==> src/rtl/mem_access_if.sv <==
// Data-memory port of the memory-access stage: a registered request and a
// one-cycle ack pulse that carries the read data.
interface mem_access_if #(
    parameter int ADDR_WIDTH = 32,
    parameter int DATA_WIDTH = 32
);
    logic                    dmem_req;
    logic                    dmem_we;
    logic [ADDR_WIDTH-1:0]   dmem_addr;
    logic [DATA_WIDTH-1:0]   dmem_wdata;
    logic [DATA_WIDTH/8-1:0] dmem_be;
    logic                    dmem_ack;
    logic [DATA_WIDTH-1:0]   dmem_rdata;

    modport master (
        output dmem_req, dmem_we, dmem_addr, dmem_wdata, dmem_be,
        input  dmem_ack, dmem_rdata
    );

    modport slave (
        input  dmem_req, dmem_we, dmem_addr, dmem_wdata, dmem_be,
        output dmem_ack, dmem_rdata
    );
endinterface

==> src/rtl/mem_access.sv <==
// minuteCore memory-access stage: runs loads/stores on the data-memory port,
// raises alignment/funct3 exceptions, and passes other instructions through.
module mem_access #(
    parameter int ADDR_WIDTH = 32,
    parameter int DATA_WIDTH = 32,
    parameter int EX_WIDTH   = 4
) (
    input  logic                  clk,
    input  logic                  reset,
    input  logic [31:0]           PC_in,
    input  logic [31:0]           instr_in,
    input  logic [4:0]            opcode_in,
    input  logic [2:0]            funct_in,
    input  logic [DATA_WIDTH-1:0] result_in,
    input  logic [ADDR_WIDTH-1:0] addr_in,
    input  logic [4:0]            rd_addr_in,
    input  logic [EX_WIDTH-1:0]   exception_in,
    input  logic                  exception_in_valid,
    input  logic                  pipeline_in_valid,
    input  logic                  nop_instr_in,
    input  logic                  flush_in,
    output logic                  stall_out,
    mem_access_if.master          dmem,
    output logic [31:0]           PC_out,
    output logic [31:0]           instr_out,
    output logic [4:0]            opcode_out,
    output logic [4:0]            rd_addr_out,
    output logic                  nop_instr_out,
    output logic [DATA_WIDTH-1:0] wb_data,
    output logic                  wb_en,
    output logic [EX_WIDTH-1:0]   exception_out,
    output logic                  exception_out_valid,
    output logic                  pipeline_out_valid
);
    localparam logic [4:0] OPC_LOAD  = 5'b00000;
    localparam logic [4:0] OPC_STORE = 5'b01000;
    localparam logic [4:0] OPC_OP    = 5'b01100;
    localparam logic [4:0] OPC_OPIMM = 5'b00100;
    localparam logic [4:0] OPC_LUI   = 5'b01101;
    localparam logic [4:0] OPC_AUIPC = 5'b00101;
    localparam logic [4:0] OPC_JAL   = 5'b11011;
    localparam logic [4:0] OPC_JALR  = 5'b11001;

    typedef enum logic {IDLE, WAIT} state_t;

    state_t        state, state_nx;
    logic          is_load, is_store, funct_legal, misaligned, qualified;
    logic          mem_go, local_exc, writes_rd;
    logic [EX_WIDTH-1:0] local_code;
    logic [2:0]    funct_q;
    logic [1:0]    addr_lo_q;
    logic          discard_q;
    logic [31:0]   lane, load_val;
    logic [3:0]    be_nx;
    logic [31:0]   wdata_nx;

    // NOTE: every always_comb output gets a default first so no path leaves it unassigned (no latch).
    always_comb begin
        is_load     = (opcode_in == OPC_LOAD);
        is_store    = (opcode_in == OPC_STORE);
        funct_legal = 1'b0;
        if (is_load)
            funct_legal = funct_in inside {3'b000, 3'b001, 3'b010, 3'b100, 3'b101};
        else if (is_store)
            funct_legal = funct_in inside {3'b000, 3'b001, 3'b010};
        misaligned  = ((funct_in[1:0] == 2'b01) && addr_in[0]) ||
                      ((funct_in[1:0] == 2'b10) && (addr_in[1:0] != 2'b00));
        qualified   = (state == IDLE) && pipeline_in_valid && !exception_in_valid &&
                      !nop_instr_in && (is_load || is_store) && !flush_in;
        mem_go      = qualified && funct_legal && !misaligned;
        local_exc   = qualified && !(funct_legal && !misaligned);
        local_code  = !funct_legal ? EX_WIDTH'(2) : (is_load ? EX_WIDTH'(4) : EX_WIDTH'(6));
        writes_rd   = opcode_in inside {OPC_OP, OPC_OPIMM, OPC_LUI, OPC_AUIPC, OPC_JAL, OPC_JALR};
        stall_out   = !reset && (mem_go || ((state == WAIT) && !dmem.dmem_ack));

        case (funct_in[1:0])
            2'b00:   begin be_nx = 4'b0001 << addr_in[1:0]; wdata_nx = {4{result_in[7:0]}};  end
            2'b01:   begin be_nx = addr_in[1] ? 4'b1100 : 4'b0011; wdata_nx = {2{result_in[15:0]}}; end
            default: begin be_nx = 4'b1111; wdata_nx = result_in; end
        endcase

        lane = dmem.dmem_rdata >> {addr_lo_q, 3'b000};
        case (funct_q)
            3'b000:  load_val = {{24{lane[7]}}, lane[7:0]};
            3'b001:  load_val = {{16{lane[15]}}, lane[15:0]};
            3'b100:  load_val = {24'b0, lane[7:0]};
            3'b101:  load_val = {16'b0, lane[15:0]};
            default: load_val = dmem.dmem_rdata;
        endcase
    end

    always_comb begin
        state_nx = state;
        case (state)
            IDLE:    if (mem_go) state_nx = WAIT;
            WAIT:    if (dmem.dmem_ack) state_nx = IDLE;
            default: state_nx = IDLE;
        endcase
    end

    // NOTE: reset is synchronous here, so it is sampled inside the clocked branch, not in the sensitivity list.
    always_ff @(posedge clk) begin
        if (reset) state <= IDLE;
        else       state <= state_nx;
    end

    // NOTE: all sequential state uses non-blocking assignments so every register sees pre-edge values.
    always_ff @(posedge clk) begin
        if (reset) begin
            dmem.dmem_req       <= 1'b0;
            dmem.dmem_we        <= 1'b0;
            dmem.dmem_addr      <= '0;
            dmem.dmem_wdata     <= '0;
            dmem.dmem_be        <= '0;
            funct_q             <= '0;
            addr_lo_q           <= '0;
            discard_q           <= 1'b0;
            PC_out              <= '0;
            instr_out           <= '0;
            opcode_out          <= '0;
            rd_addr_out         <= '0;
            nop_instr_out       <= 1'b0;
            wb_data             <= '0;
            wb_en               <= 1'b0;
            exception_out       <= '0;
            exception_out_valid <= 1'b0;
            pipeline_out_valid  <= 1'b0;
        end else if (state == IDLE) begin
            if (mem_go) begin
                dmem.dmem_req       <= 1'b1;
                dmem.dmem_we        <= is_store;
                dmem.dmem_addr      <= {addr_in[ADDR_WIDTH-1:2], 2'b00};
                dmem.dmem_wdata     <= wdata_nx;
                dmem.dmem_be        <= be_nx;
                funct_q             <= funct_in;
                addr_lo_q           <= addr_in[1:0];
                discard_q           <= 1'b0;
                PC_out              <= PC_in;
                instr_out           <= instr_in;
                opcode_out          <= opcode_in;
                rd_addr_out         <= rd_addr_in;
                nop_instr_out       <= 1'b0;
                exception_out       <= '0;
                exception_out_valid <= 1'b0;
                pipeline_out_valid  <= 1'b0;
            end else if (pipeline_in_valid && !flush_in) begin
                PC_out              <= PC_in;
                instr_out           <= instr_in;
                opcode_out          <= opcode_in;
                rd_addr_out         <= rd_addr_in;
                nop_instr_out       <= nop_instr_in;
                wb_data             <= result_in;
                wb_en               <= !local_exc && !exception_in_valid && !nop_instr_in &&
                                       writes_rd && (rd_addr_in != 5'd0);
                exception_out       <= local_exc ? local_code : exception_in;
                exception_out_valid <= local_exc || exception_in_valid;
                pipeline_out_valid  <= 1'b1;
            end else begin
                pipeline_out_valid  <= 1'b0;
            end
        end else begin
            if (flush_in) discard_q <= 1'b1;
            pipeline_out_valid <= 1'b0;
            if (dmem.dmem_ack) begin
                dmem.dmem_req <= 1'b0;
                // A flushed transaction still completes on the bus; only its result is dropped.
                if (!(discard_q || flush_in)) begin
                    pipeline_out_valid <= 1'b1;
                    wb_data            <= dmem.dmem_we ? '0 : load_val;
                    wb_en              <= !dmem.dmem_we && (rd_addr_out != 5'd0);
                end
            end
        end
    end
endmodule

==> src/flat_wrapper.sv <==
// flat-port wrapper written by rule: the top's interface ports become plain ports
module mem_access_flat 
#(
    parameter int ADDR_WIDTH = 32,
    parameter int DATA_WIDTH = 32,
    parameter int EX_WIDTH   = 4
)
  (clk, reset, PC_in, instr_in, opcode_in, funct_in, result_in, addr_in, rd_addr_in, exception_in, exception_in_valid, pipeline_in_valid, nop_instr_in, flush_in, stall_out, PC_out, instr_out, opcode_out, rd_addr_out, nop_instr_out, wb_data, wb_en, exception_out, exception_out_valid, pipeline_out_valid, dmem_dmem_req, dmem_dmem_we, dmem_dmem_addr, dmem_dmem_wdata, dmem_dmem_be, dmem_dmem_ack, dmem_dmem_rdata);
  mem_access_if #(.ADDR_WIDTH(ADDR_WIDTH), .DATA_WIDTH(DATA_WIDTH)) dmem_i ();
  input  logic clk;
  input  logic reset;
  input  logic [31:0] PC_in;
  input  logic [31:0] instr_in;
  input  logic [4:0] opcode_in;
  input  logic [2:0] funct_in;
  input  logic [DATA_WIDTH-1:0] result_in;
  input  logic [ADDR_WIDTH-1:0] addr_in;
  input  logic [4:0] rd_addr_in;
  input  logic [EX_WIDTH-1:0] exception_in;
  input  logic exception_in_valid;
  input  logic pipeline_in_valid;
  input  logic nop_instr_in;
  input  logic flush_in;
  output logic stall_out;
  output logic [31:0] PC_out;
  output logic [31:0] instr_out;
  output logic [4:0] opcode_out;
  output logic [4:0] rd_addr_out;
  output logic nop_instr_out;
  output logic [DATA_WIDTH-1:0] wb_data;
  output logic wb_en;
  output logic [EX_WIDTH-1:0] exception_out;
  output logic exception_out_valid;
  output logic pipeline_out_valid;
  output wire logic [$bits(dmem_i.dmem_req)-1:0] dmem_dmem_req;
  output wire logic [$bits(dmem_i.dmem_we)-1:0] dmem_dmem_we;
  output wire logic [$bits(dmem_i.dmem_addr)-1:0] dmem_dmem_addr;
  output wire logic [$bits(dmem_i.dmem_wdata)-1:0] dmem_dmem_wdata;
  output wire logic [$bits(dmem_i.dmem_be)-1:0] dmem_dmem_be;
  input wire logic [$bits(dmem_i.dmem_ack)-1:0] dmem_dmem_ack;
  input wire logic [$bits(dmem_i.dmem_rdata)-1:0] dmem_dmem_rdata;
  assign dmem_dmem_req = dmem_i.dmem_req;
  assign dmem_dmem_we = dmem_i.dmem_we;
  assign dmem_dmem_addr = dmem_i.dmem_addr;
  assign dmem_dmem_wdata = dmem_i.dmem_wdata;
  assign dmem_dmem_be = dmem_i.dmem_be;
  assign dmem_i.dmem_ack = dmem_dmem_ack;
  assign dmem_i.dmem_rdata = dmem_dmem_rdata;
  mem_access #(.ADDR_WIDTH(ADDR_WIDTH), .DATA_WIDTH(DATA_WIDTH), .EX_WIDTH(EX_WIDTH)) u_core (.clk(clk), .reset(reset), .PC_in(PC_in), .instr_in(instr_in), .opcode_in(opcode_in), .funct_in(funct_in), .result_in(result_in), .addr_in(addr_in), .rd_addr_in(rd_addr_in), .exception_in(exception_in), .exception_in_valid(exception_in_valid), .pipeline_in_valid(pipeline_in_valid), .nop_instr_in(nop_instr_in), .flush_in(flush_in), .stall_out(stall_out), .dmem(dmem_i), .PC_out(PC_out), .instr_out(instr_out), .opcode_out(opcode_out), .rd_addr_out(rd_addr_out), .nop_instr_out(nop_instr_out), .wb_data(wb_data), .wb_en(wb_en), .exception_out(exception_out), .exception_out_valid(exception_out_valid), .pipeline_out_valid(pipeline_out_valid));
endmodule
==> config.mk <==
export PLATFORM = sky130hd
export DESIGN_NAME = mem_access_flat
export DESIGN_NICKNAME = d
export VERILOG_FILES = /design/src/rtl/mem_access_if.sv /design/src/rtl/mem_access.sv /design/src/flat_wrapper.sv
export SDC_FILE = /design/constraint.sdc
export NUM_CORES = 1
export LEC_CHECK = 0
export BUFFER_PORTS_ARGS = -buffer_cell sky130_fd_sc_hd__buf_2
export CAP_MARGIN = 20
export CORE_AREA = 2 2 142 144
export DETAILED_ROUTE_END_ITERATION = 6
export DIE_AREA = 0 0 144 146
export GPL_TIMING_DRIVEN = 1
export PLACE_DENSITY = 0.71
export SYNTH_ARGS = -nofsm -noshare
export SYNTH_HDL_FRONTEND = slang
export SYNTH_SLANG_ARGS = --single-unit
==> constraint.sdc <==
create_clock -name clk -period 2.2 [get_ports clk]
set_input_delay 0.44 -clock clk [delete_from_list [all_inputs] [get_ports clk]]
set_output_delay 0.44 -clock clk [all_outputs]
set_load 0.05 [all_outputs]
==> flow_summary.rst, run 1 <==
.. list-table::
   :header-rows: 1

   * - Metric
     - Value
   * - Peak fanout along the critical path
     - 8
   * - Top post-synthesis cells by count
     - sky130_fd_sc_hd__nand2_1 (275), sky130_fd_sc_hd__dfxtp_1 (189), sky130_fd_sc_hd__a21oi_1 (150), sky130_fd_sc_hd__nor2_1 (60), sky130_fd_sc_hd__clkbuf_1 (53)
   * - Critical Path AT
     - ~1700 ps
   * - Estimated wirelength of the detail-placed design
     - 20.28 mm
   * - Type of element capturing the critical path
     - output pin
   * - Cell with the largest stage delay on the worst path
     - sky130_fd_sc_hd__dfxtp_1
   * - Worst slack at placement
     - -74.77 ps
   * - Prevailing post-synth register cell
     - sky130_fd_sc_hd__dfxtp_1
   * - Startpoint type of the worst setup path
     - flop
   * - Largest voltage drop on the vdd net
     - 494.7 uV
   * - Initial standard-cell utilization of the core
     - 41.34%
   * - Part of the Yosys area used for sequential elements
     - a little under half
   * - Final GP Congestion
     - 0.9018
   * - Finished Cell Area
     - 10900 sq um
   * - Req. time, crit path
     - 1760 ps
   * - Setup slack of the worst register-to-register path
     - 110 ps
   * - Setup tns final
     - 0 ps
   * - Relative max-transition margin
     - 27.49%
   * - Largest net degree at the start of global routing
     - approximately 170
   * - Maximum frequency from static timing analysis
     - 0.4736 GHz
   * - Average cell area after synthesis
     - 8.050 sq um
   * - Synthesized instance count
     - 993
   * - Final number of setup-violating endpoints
     - 0
   * - Average wire per cell in the routed design
     - between 15 and 20 microns
   * - Leading post-synthesis cells by cell area
     - sky130_fd_sc_hd__dfxtp_1 (47%), sky130_fd_sc_hd__nand2_1 (13%), sky130_fd_sc_hd__a21oi_1 (9.4%), sky130_fd_sc_hd__mux2i_1 (3.8%), sky130_fd_sc_hd__nor2_1 (2.8%)
   * - Number of top-level pins
     - ~370
   * - Ratio of routed vias to standard cells
     - 5.240
   * - Number of buffers created by CTS
     - 17
   * - Count of nets left with antenna violations after detail routing
     - 0
   * - Ordered cell list for the critical path
     - nor3_4 > o2111ai_4 > a21oi_4 > clkbuf_4
   * - Synth cell types
     - 48
   * - Layout cell share with drive strength beyond 1
     - 33.93%
   * - Most common cell in the netlist
     - sky130_fd_sc_hd__nand2_1
   * - Count of nets after finishing
     - 1521
   * - Global-route wire length before repair
     - approximately 41 mm
   * - Number of iterations in the first detailed-routing pass
     - 5
   * - Number of global-route vias before repair
     - 7825
   * - Clock insertion delay at the later pin of the skew report
     - 430 ps
   * - Gr usage total
     - 25.11%
   * - Die footprint
     - 21020 sq um
   * - End-of-flow core utilization
     - 56.36%
   * - P_leak
     - 4.835 nW
   * - Post-synth EDFFs
     - 0
   * - Fraction of post-synthesis cell area in the top cell type by area
     - 47.33%
   * - Post-synthesis cell area
     - 7994 sq um
   * - Synth area leader
     - sky130_fd_sc_hd__dfxtp_1
   * - Outcome
     - completed
   * - Die W
     - 144 microns
   * - Number of antenna violations at the first check in global routing
     - 4
   * - Total power divided by cell area
     - around 760 nW/um^2
   * - Overall die height
     - 146 microns
   * - Floorplan Core Area
     - just under 20000 sq um
   * - Final worst clock skew
     - 12.83 ps
   * - Routed vias
     - 8479
   * - Actual slew at the worst max-slew pin
     - ~1100 ps
   * - Number of buffers inserted by port buffering
     - between 300 and 400
   * - Final critical-path share of the clock period
     - 95.99%
   * - H-tree levels
     - 4
   * - Cell Rows
     - 51
   * - GRT Residual Overflow
     - 0
   * - Yosys synthesis warning count
     - 0
   * - Max incr delay on CP
     - between 400 and 500 ps
   * - Clock root buffer
     - sky130_fd_sc_hd__clkbuf_16
   * - Clock-pin transition on the worst setup and hold timing paths
     - roughly 70 ps
   * - Number of synthesized register bits
     - 189
   * - Async S/R FF share, synth
     - 0%
   * - Violation count after the first detailed-routing iteration
     - 474
   * - Final WS setup
     - 88.33 ps
   * - Overall Power
     - about 0.0083 W
   * - RSZ-0062 raised after global routing
     - no
   * - Critical Setup Path Class
     - flop to output pin
   * - Worst Hold Class
     - input pin to flop
   * - Number of design rule violations left after detail routing
     - 0
   * - CTS tree
     - done
   * - Final number of max-transition violations
     - 0
   * - Post-Place Cell Area
     - 10200 sq um
   * - CTS Buffer Depth
     - 2
   * - # clock sinks
     - 189
   * - Max-cap check violation count
     - 0
   * - Min Clock Period, post-route
     - 2112 ps
   * - Drt total wl
     - around 28 mm
   * - Final hold violation count
     - 0
   * - Area Overhead vs Synth
     - 36.31%
[path summary, 6_finish.rpt]
| kind | endpoint | depth (start not counted) | startpoint |
|---|---|---|---|
| worst max-delay path | stall_out | 4 | u_core.state |
| worst min register to register | u_core.dmem.dmem_addr[3] | 2 | u_core.dmem.dmem_addr[3] |
| worst max register to register | u_core.wb_data[31] | 6 | u_core.addr_lo_q[0] |
| worst min-delay path | u_core.PC_out[31] | 3 | PC_in[31] |
[final cells by class]
type                       instances  area [sq um]
inverter                           8         30.03
clock inverter                    13         201.4
tap                              265         331.6
clock buffer                      19         442.9
timing repair buffer             407          2240
multi-input combinational        714          3860
sequential                       189          3784
fill                            1834          8438
antenna                            3         7.507
[power breakdown]
group | switching (W) | internal (W)
clock network | 0.00142 | 0.00197
logic | 0.000915 | 0.000383
registers | 0.0000637 | 0.00354
[metrics by stage]
step	instances	hold slack [ps]
after global placement	1579	438.2
final	1618	238.2
after floorplan	994	463.3
after CTS	1613	225.1
after detailed placement	1579	443.2
after global routing	1617	226.6
[cells in the final DEF, fill, tap and decap left out, types with 8 or more instances in the layout]
cell,Yosys,layout
sky130_fd_sc_hd__a311oi_1,13,13
sky130_fd_sc_hd__nand2_1,275,275
sky130_fd_sc_hd__mux2i_1,30,30
sky130_fd_sc_hd__o21ai_0,21,21
sky130_fd_sc_hd__nor3_1,23,23
sky130_fd_sc_hd__a21oi_1,150,149
sky130_fd_sc_hd__o211ai_1,8,8
sky130_fd_sc_hd__nor2b_1,15,15
sky130_fd_sc_hd__a221oi_1,17,17
sky130_fd_sc_hd__buf_4,7,33
sky130_fd_sc_hd__buf_2,19,364
sky130_fd_sc_hd__a211oi_1,20,20
sky130_fd_sc_hd__o221ai_1,15,15
sky130_fd_sc_hd__a21o_1,17,17
sky130_fd_sc_hd__clkbuf_16,0,17
sky130_fd_sc_hd__dfxtp_1,189,189
sky130_fd_sc_hd__nor2_1,60,59
[layer usage]
layer,track usage (%),vias up,routed length [microns]
met5,0,-,13
met4,12.16,2,1091
met3,6.384,68,2554
met2,41.71,430,13140
met1,30.07,3843,10810
li1,-,4136,-
[registers in the layout (all words and copies together) (netlist names), 2 cells and up]
name,flops
u_core.PC_out,32
u_core.addr_lo_q,2
u_core.dmem.dmem_addr,30
u_core.dmem.dmem_be,4
u_core.dmem.dmem_wdata,32
u_core.exception_out,4
u_core.funct_q,3
u_core.instr_out,32
u_core.opcode_out,5
u_core.rd_addr_out,5
u_core.wb_data,32
[cell families (layout without fill, tap and decap cells)]
logic type | after synthesis | after routing | share of synthesized area, %
other | 1 | 5 | 0.04691
DFF | 189 | 189 | 47.33
buffers and inverters | 91 | 447 | 4.993
and+or+nand+nor | 395 | 395 | 20.54
AOI/OAI and AO/OA | 284 | 284 | 22.91
muxes | 33 | 33 | 4.179
[critical path, delay by kind of cell (launching register included)]
kind                   cells  cell delay (ps)
buffers and inverters      1              250
flip-flops                 1              450
AO/OA/AOI/OAI              2              310
AND/OR/NAND/NOR            1              240
[timing repair]
item,4_1_cts,5_1_grt
setup endpoints to repair,1,9
hold endpoints to repair,0,0
gates resized for setup,1,2
pin swaps,2,1
buffers inserted,2,2
hold buffers,0,0
Note: power is estimated with default switching activity, not from simulation.
==> run 2, diff against run 1 <==
==> constraint.sdc (replaced) <==
create_clock -name clk -period 2.2 [get_ports clk]
set_input_delay 0.44 -clock clk [delete_from_list [all_inputs] [get_ports clk]]
set_output_delay 0.44 -clock clk [all_outputs]
set_load 0.005 [all_outputs]
==> run 2 against run 1 <==
- register-to-register slack got worse by 40 ps
- fmax fell by 0.79%
- non-clock buffer count rose by 5
- count of clock-buffer cells in the layout fell by 2
- critical path type is now flop to flop
==> flow_summary.rst, run 2 (synthesized netlist as in run 1, its figures left out) <==
.. list-table::
   :header-rows: 1

   * - Metric
     - Value
   * - Outcome
     - completed
   * - Relative max-transition margin
     - 42.99%
   * - Worst hold stages
     - 2
   * - CTS tree
     - done
   * - R2r startpoint
     - u_core.addr_lo_q[0]
   * - Routed vias
     - 8521
   * - GRT Residual Overflow
     - 0
   * - Final hold violation count
     - 0
   * - End-of-flow core utilization
     - a little under three fifths
   * - Req. time, crit path
     - between 2000 and 2500 ps
   * - Max-cap check violation count
     - 0
   * - Die footprint
     - ~21000 sq um
   * - Die W
     - 144 microns
   * - Count of nets after finishing
     - 1526
   * - Setup tns final
     - 0 ps
   * - Setup slack of the worst register-to-register path
     - 70 ps
   * - Actual slew at the worst max-slew pin
     - 855.1 ps
   * - Number of buffers inserted by port buffering
     - around 370
   * - Peak fanout along the critical path
     - 14
   * - Maximum frequency from static timing analysis
     - about 0.47 GHz
   * - Final WS setup
     - 71.51 ps
   * - CTS Buffer Depth
     - 2
   * - Fill cell total of the finished layout
     - 1834
   * - Total power divided by cell area
     - 710.8 nW/um^2
   * - Critical Setup Path Class
     - flop to flop
   * - Most frequent cells in the layout
     - sky130_fd_sc_hd__buf_2 (365), sky130_fd_sc_hd__nand2_1 (275), sky130_fd_sc_hd__dfxtp_1 (189)
   * - Final number of max-transition violations
     - 0
   * - Number of global-route vias before repair
     - 7874
   * - Ratio of routed vias to standard cells
     - 5.257
   * - Worst Hold Class
     - input pin to flop
   * - Final GP Congestion
     - 0.9411
   * - Largest voltage drop on the vdd net
     - 537.1 uV
   * - Area Overhead vs Synth
     - 36.30%
   * - H-tree levels
     - 4
   * - Overall die height
     - roughly 150 microns
   * - Number of cells on the worst reg-to-reg path
     - 6
   * - Number of iterations in the first detailed-routing pass
     - 6
   * - Count of nets left with antenna violations after detail routing
     - 0
   * - Largest net degree at the start of global routing
     - 83
   * - # clock sinks
     - 189
   * - Violation count after the first detailed-routing iteration
     - 627
   * - Number of design rule violations left after detail routing
     - 0
   * - Global-route wire length before repair
     - 41.41 mm
   * - Average wire per cell in the routed design
     - about 17 microns
   * - Endpoint, Worst Hold
     - u_core.state
   * - Min Clock Period, post-route
     - 2128 ps
   * - Clock insertion delay at the later pin of the skew report
     - 430 ps
   * - Clock-pin transition on the worst setup and hold timing paths
     - 80 ps
   * - Layout cell share with drive strength beyond 1
     - approximately 34%
   * - Type of element capturing the critical path
     - flop
   * - Critical Path AT
     - 2420 ps
   * - Floorplan Core Area
     - approximately 19000 sq um
   * - RSZ-0062 raised after global routing
     - yes
   * - Worst slack at placement
     - 24.51 ps
   * - Number of top-level pins
     - around 370
   * - Number of buffers created by CTS
     - 17
   * - Clock root buffer
     - sky130_fd_sc_hd__clkbuf_16
   * - Estimated wirelength of the detail-placed design
     - 20.72 mm
   * - Final worst clock skew
     - 7.517 ps
   * - Hold Buf Count CTS
     - 0
   * - Most common library cell in the layout ignoring fill and taps
     - sky130_fd_sc_hd__buf_2
   * - Final number of setup-violating endpoints
     - 0
   * - Startpoint type of the worst setup path
     - flop
   * - Final critical-path share of the clock period
     - 96.75%
   * - FF-to-FF End
     - u_core.wb_data[23]
   * - Hold wc startpoint
     - reset
   * - Cell Rows
     - 51
   * - Initial standard-cell utilization of the core
     - 41.34%
   * - Drt total wl
     - about 28 mm
   * - Number of antenna violations at the first check in global routing
     - 3
   * - Gr usage total
     - between 20% and 30%
   * - P_leak
     - approximately 4.9 nW
## run 2: changes by cell type in the layout (fill, tap and decap cells not counted), moves of 2 or more
cell / before / now
sky130_fd_sc_hd__buf_4: 33 / 39
sky130_fd_sc_hd__clkinv_8: 0 / 3
sky130_fd_sc_hd__bufinv_16: 4 / 2
sky130_fd_sc_hd__diode_2: 3 / 1
## run 2: worst max-delay path, stage by stage, from the launching register on
cell and delay [ps]:
sky130_fd_sc_hd__dfxtp_1 470, sky130_fd_sc_hd__mux2_2 390, sky130_fd_sc_hd__a22oi_2 270, sky130_fd_sc_hd__a311oi_4 270, sky130_fd_sc_hd__buf_4 220, sky130_fd_sc_hd__a221oi_1 270, sky130_fd_sc_hd__nor3_1 90
## run 2: per-stage QoR
step,power [W],hold slack (ps),instance area [sq um],instances
after detailed placement,0.004564,443.4,10230,1585
final,0.007744,233.1,10900,1621
after global routing,0.008041,216.7,10900,1621
after floorplan,0.004070,448.2,7998,994
after global placement,0.004555,437.5,10230,1585
after CTS,0.007810,215.8,10860,1617
## run 2: layout make-up
cell class,count,area (sq um),share of cell area [%]
Multi-Input combinational cell,714,3846,35.30
Sequential cell,189,3784,34.73
Timing Repair Buffer,412,2271,20.84
Clock buffer,17,425.4,3.904
Tap cell,265,331.6,3.043
Clock inverter,15,205.2,1.883
Inverter,8,30.03,0.2756
Antenna cell,1,2.502,0.02297
## run 2: how the worst max path moves through the flow
stage | startpoint | slack [ps] | to
CTS | u_core.addr_lo_q[1] | 50 | u_core.wb_data[17]
floorplan | funct_in[0] | 280 | u_core.wb_data[3]
global route | u_core.state | -20 | stall_out
global placement | opcode_in[4] | 100 | u_core.dmem.dmem_wdata[30]
finish | u_core.addr_lo_q[0] | 70 | u_core.wb_data[23]
detailed placement | dmem_dmem_rdata[31] | 20 | u_core.wb_data[17]
## run 2: power breakdown
group	switching (W)	internal (W)
combinational	0.000487	0.000393
sequential	0.0000656	0.00354
clock	0.00150	0.00175
## run 2: repair_timing
action	in CTS	in global routing
gates resized for setup	0	1
buffers inserted	0	2
endpoints found under the setup margin	0	5
## run 2: layer usage
layer	track usage [%]	routed length, microns	vias to the layer above
li1	-	-	4141
met1	30.62	11030	3875
met2	40.60	12990	427
met3	6.351	2495	76
met4	14.36	1326	2
met5	0	13	-
==> run 3, diff against run 2 <==
ABC_AREA = 1   (was default)
CORE_AREA = 2 2 143 145   (was 2 2 142 144)
DIE_AREA = 0 0 145 147   (was 0 0 144 146)
GPL_TIMING_DRIVEN = default   (was 1)
PLACE_DENSITY = 0.72   (was 0.71)
SLEW_MARGIN = 40   (was default)
==> run 3 against run 2 <==
- worst hold slack lost 13 ps
- utilization shrank 0.93 points
- fmax grew 1.6%
- non-clock buffer count shrank 19
- sequential share of layout area shrank 0.31 points
- routed wire length grew 7.7%
- first-iteration DRC count grew 16%
- critical path depth is the same
- flip-flop and latch count is the same
- synthesized area grew 4.1%
- total power shrank 0.66%
- cell count grew 13%
- critical endpoint is now stall_out
==> flow_summary.rst, run 3 <==
.. list-table::
   :header-rows: 1

   * - Metric
     - Value
   * - Finished Cell Area
     - 11000 sq um
   * - Clock root buffer
     - sky130_fd_sc_hd__clkbuf_16
   * - Post-Place Cell Area
     - slightly above 10000 sq um
   * - Peak fanout along the critical path
     - 7
   * - Number of buffers inserted by port buffering
     - 366
   * - P_leak
     - 5.766 nW
   * - Layout cell share with drive strength beyond 1
     - between 20 and 30%
   * - Length of routed met3 wiring
     - 2.397 mm
   * - Final hold violation count
     - 0
   * - Area Overhead vs Synth
     - 32.18%
   * - Die W
     - 145 microns
   * - Post-CTS setup buffers
     - 0
   * - CTS tree
     - done
   * - Clock insertion delay at the later pin of the skew report
     - about 440 ps
   * - Worst Hold Class
     - input pin to flop
   * - GRT Residual Overflow
     - 0
   * - Final worst clock skew
     - 10.62 ps
   * - Hold Buf Count CTS
     - 0
   * - Outcome
     - completed
   * - Maximum frequency from static timing analysis
     - 0.4775 GHz
   * - Top post-synthesis cells by count
     - sky130_fd_sc_hd__nor2_1 (308), sky130_fd_sc_hd__nand2_1 (214), sky130_fd_sc_hd__dfxtp_1 (189), sky130_fd_sc_hd__o21ai_0 (180), sky130_fd_sc_hd__a21oi_1 (81)
   * - H-tree levels
     - 4
   * - Max incr delay on CP
     - 370 ps
   * - Part of the Yosys area used for sequential elements
     - 45.47%
   * - # clock sinks
     - 189
   * - Min Clock Period, post-route
     - 2094 ps
   * - Ratio of routed vias to standard cells
     - roughly 5
   * - Setup slack of the worst register-to-register path
     - 330 ps
   * - Floorplan Core Area
     - 19840 sq um
   * - Average wire per cell in the routed design
     - 16.35 microns
   * - Most common library cell in the layout ignoring fill and taps
     - sky130_fd_sc_hd__buf_2
   * - Global-route wire length before repair
     - 45.80 mm
   * - Average cell area after synthesis
     - 6.854 sq um
   * - Final number of setup-violating endpoints
     - 0
   * - CP endpoint
     - stall_out
   * - Critical Setup Path Class
     - flop to output pin
   * - Initial standard-cell utilization of the core
     - roughly two fifths
   * - Yosys synthesis warning count
     - 0
   * - Max-cap check violation count
     - 0
   * - Ordered cell list for the critical path
     - nor2_1 > nand2_1 > nor3_2 > nand2_2 > a21oi_2 > buf_2
   * - Final number of max-transition violations
     - 0
   * - Most common cell in the netlist
     - sky130_fd_sc_hd__nor2_1
   * - Number of synthesized register bits
     - 189
   * - R2r startpoint
     - u_core.addr_lo_q[1]
   * - Total power divided by cell area
     - 699.5 nW/um^2
   * - Leading post-synthesis cells by cell area
     - sky130_fd_sc_hd__dfxtp_1 (45%), sky130_fd_sc_hd__nor2_1 (14%), sky130_fd_sc_hd__o21ai_0 (11%), sky130_fd_sc_hd__nand2_1 (9.7%), sky130_fd_sc_hd__a21oi_1 (4.9%)
   * - Req. time, crit path
     - roughly 1800 ps
   * - Gr usage total
     - 27.13%
   * - Type of element capturing the critical path
     - output pin
   * - Largest voltage drop on the vdd net
     - just over 500 uV
   * - CTS Buffer Depth
     - 2
   * - Number of global-route vias before repair
     - approximately 8.5k
   * - Number of design rule violations left after detail routing
     - 0
   * - Number of cells on the worst reg-to-reg path
     - 9
   * - Async S/R FF share, synth
     - 0%
   * - Routed vias
     - between 9k and 10k
   * - Fraction of post-synthesis cell area in the top cell type by area
     - 45.47%
   * - Number of iterations in the first detailed-routing pass
     - 5
   * - Critical Path AT
     - between 1500 and 2000 ps
   * - Post-synth EDFFs
     - 0
   * - Most frequent cells in the layout
     - sky130_fd_sc_hd__buf_2 (366), sky130_fd_sc_hd__nor2_1 (307), sky130_fd_sc_hd__nand2_1 (214)
   * - Number of antenna violations at the first check in global routing
     - 1
   * - Drt total wl
     - 29.99 mm
   * - Post-synthesis cell area
     - roughly 8300 sq um
   * - Final GP Congestion
     - 0.9393
   * - Synth area leader
     - sky130_fd_sc_hd__dfxtp_1
   * - RSZ-0062 raised after global routing
     - no
   * - Violation count after the first detailed-routing iteration
     - 727
   * - Synth cell types
     - 31
   * - Number of buffers created by CTS
     - 17
   * - Amount of wire on met2 after detailed routing
     - 14.30 mm
   * - Critical path startpoint
     - u_core.state
   * - Startpoint type of the worst setup path
     - flop
   * - Clock-pin transition on the worst setup and hold timing paths
     - 80 ps
   * - Cell with the largest stage delay on the worst path
     - sky130_fd_sc_hd__dfxtp_2
   * - Worst path bufs/invs
     - 1
   * - Prevailing post-synth register cell
     - sky130_fd_sc_hd__dfxtp_1
   * - End-of-flow core utilization
     - approximately 55%
   * - Estimated wirelength of the detail-placed design
     - 22.48 mm
   * - Count of nets after finishing
     - ~1.7k
   * - Family of cells with the greatest summed delay on the critical path
     - simple AND/OR/NAND/NOR gates
   * - Count of nets left with antenna violations after detail routing
     - 0
   * - Highest metal layer used by the detailed router
     - met4
   * - Overall die height
     - 147 microns
   * - Number of top-level pins
     - around 370
   * - Final critical-path share of the clock period
     - 95.19%
   * - Die footprint
     - 21320 sq um
   * - Setup tns final
     - 0 ps
   * - Largest net degree at the start of global routing
     - 110
   * - FF-to-FF End
     - u_core.wb_data[23]
   * - Cell Rows
     - 52
   * - Met1 WL
     - 12.41 mm
   * - Stages on worst setup path
     - 6
   * - Synthesized instance count
     - 1214
[run 3: area by class of cell]
cell class | count | area, sq um
clock buffers | 17 | 425.4
repair buffers | 393 | 2085
inverters | 65 | 247.7
diodes | 2 | 5.005
clock inverters | 14 | 173.9
multi-input cells | 884 | 3939
flip-flops and latches | 189 | 3785
fillers | 1971 | 8846
well taps | 270 | 337.8
[run 3: metrics by stage]
stage,setup slack [ps],instances,hold slack (ps),total power [W]
6_report,105.8,1834,220.1,0.007693
5_1_grt,17.06,1833,204.6,0.007994
4_1_cts,24.64,1832,206.3,0.007729
3_5_place_dp,136.8,1801,440.7,0.004593
3_3_place_gp,188.3,1801,433.3,0.004586
2_1_floorplan,497.7,1215,445.0,0.004124
[run 3: power breakdown]
group	leakage, nW	internal, W	switching, W	total [W]
clock network	0.293	0.00163	0.00155	0.00317
logic	3.93	0.000374	0.000526	0.000899
registers	1.54	0.00356	0.0000638	0.00362
[run 3: per-layer routing]
layer	track usage, %	up-vias
met5	0	-
met4	10.50	0
met3	6.180	54
met2	45.60	402
met1	34.01	4177
li1	-	4580
[run 3: how the worst min path moves through the flow]
stage,cells after the start,endpoint,start
after floorplan,2,u_core.discard_q,u_core.discard_q
after global routing,3,u_core.instr_out[20],instr_in[20]
after detailed placement,2,u_core.dmem.dmem_wdata[4],u_core.dmem.dmem_wdata[4]
final,3,u_core.instr_out[11],instr_in[11]
after CTS,3,u_core.instr_out[20],instr_in[20]
after global placement,2,u_core.dmem.dmem_wdata[3],u_core.dmem.dmem_wdata[3]
[run 3: cells by family (layout without fill, tap and decap cells)]
| group | count (synthesis) | in the layout | synth area share, % |
|---|---|---|---|
| buffers and inverters | 142 | 489 | 7.429 |
| other | 1 | 4 | 0.04507 |
| DFF | 189 | 189 | 45.47 |
| AOI/OAI and AO/OA | 279 | 279 | 17.05 |
| and+or+nand+nor | 603 | 603 | 30.00 |
[run 3: timing repair]
item,4_1_cts,5_1_grt
cloned,0,0
setup endpoints to repair,1,1
resized for setup,2,1
[run 3: tightest hold or removal path, stage by stage]
cell and delay [ps]:
sky130_fd_sc_hd__buf_2 70, sky130_fd_sc_hd__nor2_1 30, sky130_fd_sc_hd__nor2_1 80
